`config.mk`:
```
export PLATFORM = sky130hd
export DESIGN_NAME = dmem_arbiter
export DESIGN_NICKNAME = d
export VERILOG_FILES = /design/src/rtl/dmem_arbiter.sv
export SDC_FILE = /design/constraint.sdc
export NUM_CORES = 1
export LEC_CHECK = 0
export BUFFER_PORTS_ARGS = -buffer_cell sky130_fd_sc_hd__buf_2
export CORE_MARGIN = 4
export CORE_UTILIZATION = 50
export DETAILED_ROUTE_END_ITERATION = 8
export PLACE_DENSITY = 0.83
export SYNTH_ARGS = -nofsm -noshare
export SYNTH_HDL_FRONTEND = slang
export SYNTH_SLANG_ARGS = --single-unit
```
`constraint.sdc`:
```
create_clock -name clk -period 3.1 [get_ports clk]
set_input_delay 0.62 -clock clk [delete_from_list [all_inputs] [get_ports clk]]
set_output_delay 0.62 -clock clk [all_outputs]
set_load 0.1 [all_outputs]
```
`src/rtl/dmem_arbiter.sv`:
```
// Shared data-memory arbiter: grants the CPU MEM stage or the DMA port one access
// at a time, inserts WAIT_STATES wait cycles and stalls the pipeline until the CPU completes.
module dmem_arbiter #(
  parameter int WAIT_STATES  = 1,
  parameter int STARVE_LIMIT = 4
) (
  input  logic        clk,
  input  logic        rst,
  input  logic        cpu_req,
  input  logic        cpu_we,
  input  logic [31:0] cpu_addr,
  input  logic [31:0] cpu_wdata,
  output logic [31:0] cpu_rdata,
  output logic        cpu_ack,
  output logic        cpu_stall,
  input  logic        dma_req,
  input  logic        dma_we,
  input  logic [31:0] dma_addr,
  input  logic [31:0] dma_wdata,
  output logic [31:0] dma_rdata,
  output logic        dma_ack,
  output logic        mem_we,
  output logic [31:0] mem_addr,
  output logic [31:0] mem_wdata,
  input  logic [31:0] mem_rdata
);

  localparam int CW = (WAIT_STATES < 1) ? 1 : $clog2(WAIT_STATES + 1);
  localparam logic [0:0]    S_IDLE     = 1'b0;
  localparam logic [0:0]    S_ACCESS   = 1'b1;
  localparam logic [CW-1:0] CNT_INIT   = CW'(WAIT_STATES);
  localparam logic [CW-1:0] CNT_ZERO   = {CW{1'b0}};
  localparam logic [CW-1:0] CNT_ONE    = CW'(1);
  localparam logic [3:0]    STARVE_LIM = 4'(STARVE_LIMIT);
  localparam logic [3:0]    STARVE_MAX = 4'd15;

  logic [0:0]    state_q, state_d;
  logic [CW-1:0] cnt_q, cnt_d;
  logic          owner_q, owner_d;   // 1 = DMA owns the current access
  logic          we_q, we_d;
  logic [31:0]   addr_q, addr_d;
  logic [31:0]   wdata_q, wdata_d;
  logic [3:0]    starve_q, starve_d;
  logic [31:0]   cpu_hold_q, cpu_hold_d;
  logic [31:0]   dma_hold_q, dma_hold_d;
  logic          final_s;
  logic          dma_wins_s;

  assign final_s    = (state_q == S_ACCESS) && (cnt_q == CNT_ZERO);
  assign dma_wins_s = dma_req && (!cpu_req || (starve_q >= STARVE_LIM));

  // Next-state logic: arbitration in IDLE, wait-state countdown in ACCESS.
  always_comb begin
    state_d    = state_q;
    cnt_d      = cnt_q;
    owner_d    = owner_q;
    we_d       = we_q;
    addr_d     = addr_q;
    wdata_d    = wdata_q;
    starve_d   = starve_q;
    cpu_hold_d = cpu_hold_q;
    dma_hold_d = dma_hold_q;
    case (state_q)
      S_IDLE: begin
        if (cpu_req || dma_req) begin
          state_d = S_ACCESS;
          cnt_d   = CNT_INIT;
          owner_d = dma_wins_s;
          we_d    = dma_wins_s ? dma_we    : cpu_we;
          addr_d  = dma_wins_s ? dma_addr  : cpu_addr;
          wdata_d = dma_wins_s ? dma_wdata : cpu_wdata;
        end else begin
          state_d = S_IDLE;
        end
        // Starvation count only moves while DMA is actually waiting on a CPU win.
        if (!dma_req || dma_wins_s) begin
          starve_d = 4'd0;
        end else if (starve_q != STARVE_MAX) begin
          starve_d = starve_q + 4'd1;
        end else begin
          starve_d = starve_q;
        end
      end
      S_ACCESS: begin
        if (cnt_q != CNT_ZERO) begin
          cnt_d = cnt_q - CNT_ONE;
        end else begin
          state_d = S_IDLE;
          if (!we_q && owner_q) begin
            dma_hold_d = mem_rdata;
          end else if (!we_q) begin
            cpu_hold_d = mem_rdata;
          end else begin
            dma_hold_d = dma_hold_q;
          end
        end
      end
      default: begin
        state_d = S_IDLE;
      end
    endcase
  end

  // State and latched-request registers; reset aborts any access in flight.
  always_ff @(posedge clk or negedge rst) begin
    if (!rst) begin
      state_q    <= S_IDLE;
      cnt_q      <= CNT_ZERO;
      owner_q    <= 1'b0;
      we_q       <= 1'b0;
      addr_q     <= 32'd0;
      wdata_q    <= 32'd0;
      starve_q   <= 4'd0;
      cpu_hold_q <= 32'd0;
      dma_hold_q <= 32'd0;
    end else begin
      state_q    <= state_d;
      cnt_q      <= cnt_d;
      owner_q    <= owner_d;
      we_q       <= we_d;
      addr_q     <= addr_d;
      wdata_q    <= wdata_d;
      starve_q   <= starve_d;
      cpu_hold_q <= cpu_hold_d;
      dma_hold_q <= dma_hold_d;
    end
  end

  // Outputs decoded from registered state; read data bypasses on the ack cycle.
  always_comb begin
    cpu_ack   = final_s && !owner_q;
    dma_ack   = final_s && owner_q;
    mem_we    = final_s && we_q;
    mem_addr  = addr_q;
    mem_wdata = wdata_q;
    cpu_stall = cpu_req && !cpu_ack;
    if (cpu_ack && !we_q) begin
      cpu_rdata = mem_rdata;
    end else begin
      cpu_rdata = cpu_hold_q;
    end
    if (dma_ack && !we_q) begin
      dma_rdata = mem_rdata;
    end else begin
      dma_rdata = dma_hold_q;
    end
  end

endmodule

```
* Yosys cells after proc, flatten, opt, wreduce, memory -nomap -nowiden
Index checks and enable logic that the tools add are counted.
** Cells by class
- Add/subtract/negate cells :: 2
- Magnitude comparators :: 1
- Equality and inequality tests :: 2
- Mux-type cells :: 13
- Bitwise gates (word level) :: 4
- Reductions and logical operators :: 22
** Operators by type and width (number)
- 32-bit two-way mux :: 4
- 1-bit logical AND :: 9
- 4-bit two-way mux :: 2
- 1-bit zero test :: 5
- 1-bit two-way mux :: 5
- 4-bit by 1-bit adder with 4-bit output, second input constant :: 1
- 4-bit by 3-bit >= comparator with 1-bit output, second input constant :: 1
- 4-bit inequality test, second input constant :: 1
- 1-bit NOT :: 4
- 1-bit one-hot mux with 2 select lines :: 2
- 2-bit AND reduction :: 2
- 4-bit AND reduction :: 1
- 1-bit logical OR :: 3
- 3-bit AND reduction :: 1
- 2-bit inequality test, second input constant :: 1
- 2-bit nonzero test :: 1
- 1-bit subtractor, second input constant :: 1
** Word-level totals
- Flip-flop bits (word level) :: 136
- Bits of input ports :: 166
- Output and inout port bits :: 132
- Logic and storage cells :: 53

* Longest topological paths before layout
- Depth in word-level cells :: 6
- Gate-level depth with buffers :: 6

* Worst setup path after synthesis
OpenSTA, ideal clock, no wires.
- Path type :: reg-to-output
- From :: reg cnt_q
- To :: out cpu_stall
- Data arrival time :: 2.800 ns
- Required time :: 2.480 ns
- Setup slack :: -0.320 ns
- Stages on the path, launching flop included :: 4
- Buffers on the path :: 0
- Cell sequence :: dfrtp_1 > nand2b_1 > nor2_1 > nor2b_1
** Between the ends
- Cells in the longest elaborated chain, start to end :: 5
** RTL lines
- start, declared :: line 38 : logic [CW-1:0] cnt_q, cnt_d;
- start signal, assigned :: line 118 : cnt_q <= cnt_d;
- 1-bit NOT (no line)
- 1-bit logical AND :: line 49 : assign final_s = (state_q == S_ACCESS) && (cnt_q == CNT_ZERO);
- 1-bit logical AND :: line 131 : cpu_ack = final_s && !owner_q;
- net cpu_ack :: line 14 : output logic cpu_ack,
- 1-bit zero test :: line 136 : cpu_stall = cpu_req && !cpu_ack;
- 1-bit logical AND :: line 136
- end, declared :: line 15 : output logic cpu_stall,
The timed path passes the listed nets, and every way through them passes these cells.

* Worst setup path in the final report
- From :: reg state_q
- To :: out cpu_rdata[17]
** Between the ends
- Cells in the longest elaborated chain, start to end :: 4
** RTL lines
- start, declared :: line 37 : logic [0:0] state_q, state_d;
- start signal, assigned :: line 117 : state_q <= state_d;
- 1-bit logical AND :: line 49
- 1-bit logical AND :: line 131
- 1-bit logical AND :: line 137 : if (cpu_ack && !we_q) begin
- 32-bit two-way mux :: line 137
- end, declared :: line 13 : output logic [31:0] cpu_rdata,
Every way passes these cells.

==> out/results.txt <==
outcome: finished, final reports clean
number of cells in the finished layout apart from fillers: 1081
highest cell delay on the worst timing path: 0.48 ns
hold slack final: 0.1769 ns
critical path type: reg2out
min-delay worst type: in2async
start point of the critical path: state_q$_DFF_PN0_
vias in the first global route: 5910
number of buffers between clock root and the deepest sink: 2
Skew-Pair Late Insertion Delay: 0.41 ns
Hold Vio Cnt, Final: 0
TritonCTS clock tree: built
count of maximum capacitance violations: 0
Total Routing Usage GR: 0.2360
library cells used by synthesis: 23
effective utilization at floorplan: 0.5169
worst clock skew: 0.009024 ns
post-place instance area: 8554 um^2
clock buffer count from CTS: 17
worst max-slew margin expressed relative to the limit: 0.3284
HPWL reported at the end of detailed placement: 13.04 mm
placed cells: 1040
post-route ant nets: 0
Site Rows: 42
arrival time reported for the critical path endpoint: 2.41 ns
overall die height: 125.9 um
# DRC: 0
global-route wire length before repair: 30.32 mm
synthesized net count: 781
largest net degree at the start of global routing: 88
final net count: 1059
post-DR wirelength/cell: 18.03 um
part of the cycle the worst path needs: 0.9760
Die Outline Area: 15860 um^2
number of warnings reported in the yosys synthesis log: 0
Final setup violation count: 0
clock-pin slew on the worst setup and hold paths: 0.06 ns
Iter 0 DRT Violations: 261
final estimated routing congestion in global placement: 0.8377
Peak Freq: 330.5 MHz
fin crit period: 3.026 ns
post-synthesis sequential element count: 136
Pre-Repair DR Iteration Count: 4
slack of the worst reg-to-reg path: 1.07 ns
fraction of final layout cells with drive strength greater than 1: 0.5901
Worst Reg-to-Reg Cells: 5
sum of overflow across all layers after global routing: 0
area of the core: 13450 um^2
total via count after detailed routing: 5914
die width: 125.9 um
start of the worst register-to-register path: state_q$_DFF_PN0_
number of placed I/O pins: 298
Hold Buf Count CTS: 0
via-per-instance ratio: 5.471
fill cell instance count of the final layout: 1000
root buf cell: clkbuf_16
sequential fraction of the synthesis area: 0.4894
antenna violations before repair: 0
pins over their slew limit: 0
critical-path maximum fanout: 27
Area growth, synth to finish: 33.52%
cell area after synthesis: 6954 um^2
synthesized instance count: 614
transition time of the tightest slew-check pin: 1.007 ns
list of cells traversed by the critical path: nand2b_1 -> nor3_4 -> buf_4 -> clkbuf_16 -> mux2_2 -> buf_2
PortBufs: 297
endpoint of the most critical register-to-register path: dma_hold_q[3]$_DFFE_PN0P_
Diodes inserted: 0
kind of start point of the critical path: flip-flop
post-route cell area: 9285 um^2
Mapped Avg Cell Area: 11.33 um^2
crit path capture type: output pin
clk sinks: 136
htree depth: 4
wire length after detailed routing: 19.49 mm
master of the slowest instance on the critical path: dfrtp_2
Final Core Density: 0.6902
Req. time, crit path: 2.48 ns
## per-layer routing
metal	up-vias	GRT usage	part of all wire	wire, um
li1	2784	-	-	-
met1	2830	0.2920	0.40	7720
met2	258	0.3962	0.50	9730
met3	42	0.06520	0.079	1532
met4	0	0.08770	0.026	502
met5	-	0	0	0
## area by class of cell
type | count | area [um^2] | share of cell area
clock inverters | 11 | 145.1 | 0.01563
multi-input cells | 420 | 3299 | 0.3553
repair buffers | 317 | 1745 | 0.1880
flip-flops and latches | 136 | 3405 | 0.3667
clock buffers | 21 | 470.5 | 0.05067
well taps | 176 | 220.2 | 0.02372
## flip-flops by register name, indices dropped and copies added, names as in the netlist
register / flops
cnt_q: 1
cpu_hold_q: 32
dma_hold_q: 32
mem_addr: 32
mem_wdata: 32
owner_q: 1
starve_q: 4
state_q: 1
we_q: 1
## logic make-up (layout without fill, tap and decap cells)
| family | count (synthesis) | in the layout | share of synthesized area |
|---|---|---|---|
| and+or+nand+nor | 221 | 221 | 0.1497 |
| DFF | 136 | 136 | 0.4894 |
| muxes | 128 | 128 | 0.2073 |
| AOI/OAI and AO/OA | 70 | 70 | 0.1108 |
| buffers and inverters | 58 | 349 | 0.04102 |
| adders and majority gates | 1 | 1 | 0.001799 |
## through the flow
stage	setup WS, ns	TNS [ns]
finish	0.07440	0
global route	-0.03825	-0.7904
CTS	0.03058	0
detailed placement	0.3903	0
global placement	0.4568	0
floorplan	0.2886	0
## cells in the mapped netlist (all sizes together)
| library cell | number | share of area |
|---|---|---|
| and2 | 4 | 0.0036 |
| buf | 30 | 0.026 |
| clkbuf | 28 | 0.015 |
| dfrtp | 136 | 0.49 |
| ha | 1 | 0.0018 |
| mux2 | 128 | 0.21 |
| nand2 | 136 | 0.073 |
| nand2b | 1 | 0.00090 |
| nand3 | 3 | 0.0022 |
| nand4 | 65 | 0.058 |
| nor2 | 4 | 0.0022 |
| nor2b | 2 | 0.0018 |
| nor3 | 3 | 0.0038 |
| nor3b | 2 | 0.0022 |
| o211ai | 65 | 0.11 |
| o21ai | 3 | 0.0022 |
| o21ba | 1 | 0.0014 |
| o21bai | 1 | 0.0011 |
| or3b | 1 | 0.0013 |
## what timing repair did
action / 4_1_cts / 5_1_grt
pin swaps: 0 / 1
setup buffers: 0 / 6
resized for setup: 1 / 10
gates cloned: 0 / 3
setup endpoints to repair: 62 / 62
## how the worst max path moves through the flow
| stage | slack (ns) | end | cells after the start |
|---|---|---|---|
| floorplan | 0.29 | cpu_stall | 3 |
| finish | 0.07 | cpu_rdata[17] | 6 |
| CTS | 0.03 | cpu_rdata[24] | 5 |
| detailed placement | 0.39 | dma_rdata[19] | 5 |
| global route | -0.04 | cpu_rdata[29] | 6 |
| global placement | 0.46 | cpu_rdata[20] | 5 |
## critical path, delay by kind of cell, from the launching register on
kind,cells,cell delay [ns]
buf+inv,3,0.67
simple gates,2,0.46
flops,1,0.48
mux,1,0.36
## placed cells by master (no fill, tap or decap), drive strengths merged
master	netlist	final
nand2	136	136
clkbuf	28	29
clkinvlp	0	3
nor3b	2	2
nand4	65	65
or3b	1	1
dfrtp	136	136
nor2	4	4
buf	30	309
nand2b	1	1
ha	1	1
and2	4	4
o21bai	1	1
bufinv	0	3
nor2b	2	2
o21ba	1	1
o21ai	3	3
nand3	3	3
inv	0	1
o211ai	65	65
clkinv	0	4
nor3	3	3
mux2	128	128
Power is not shown: default switching activity piles up to over one toggle a cycle in this logic, so the estimate is an artifact.
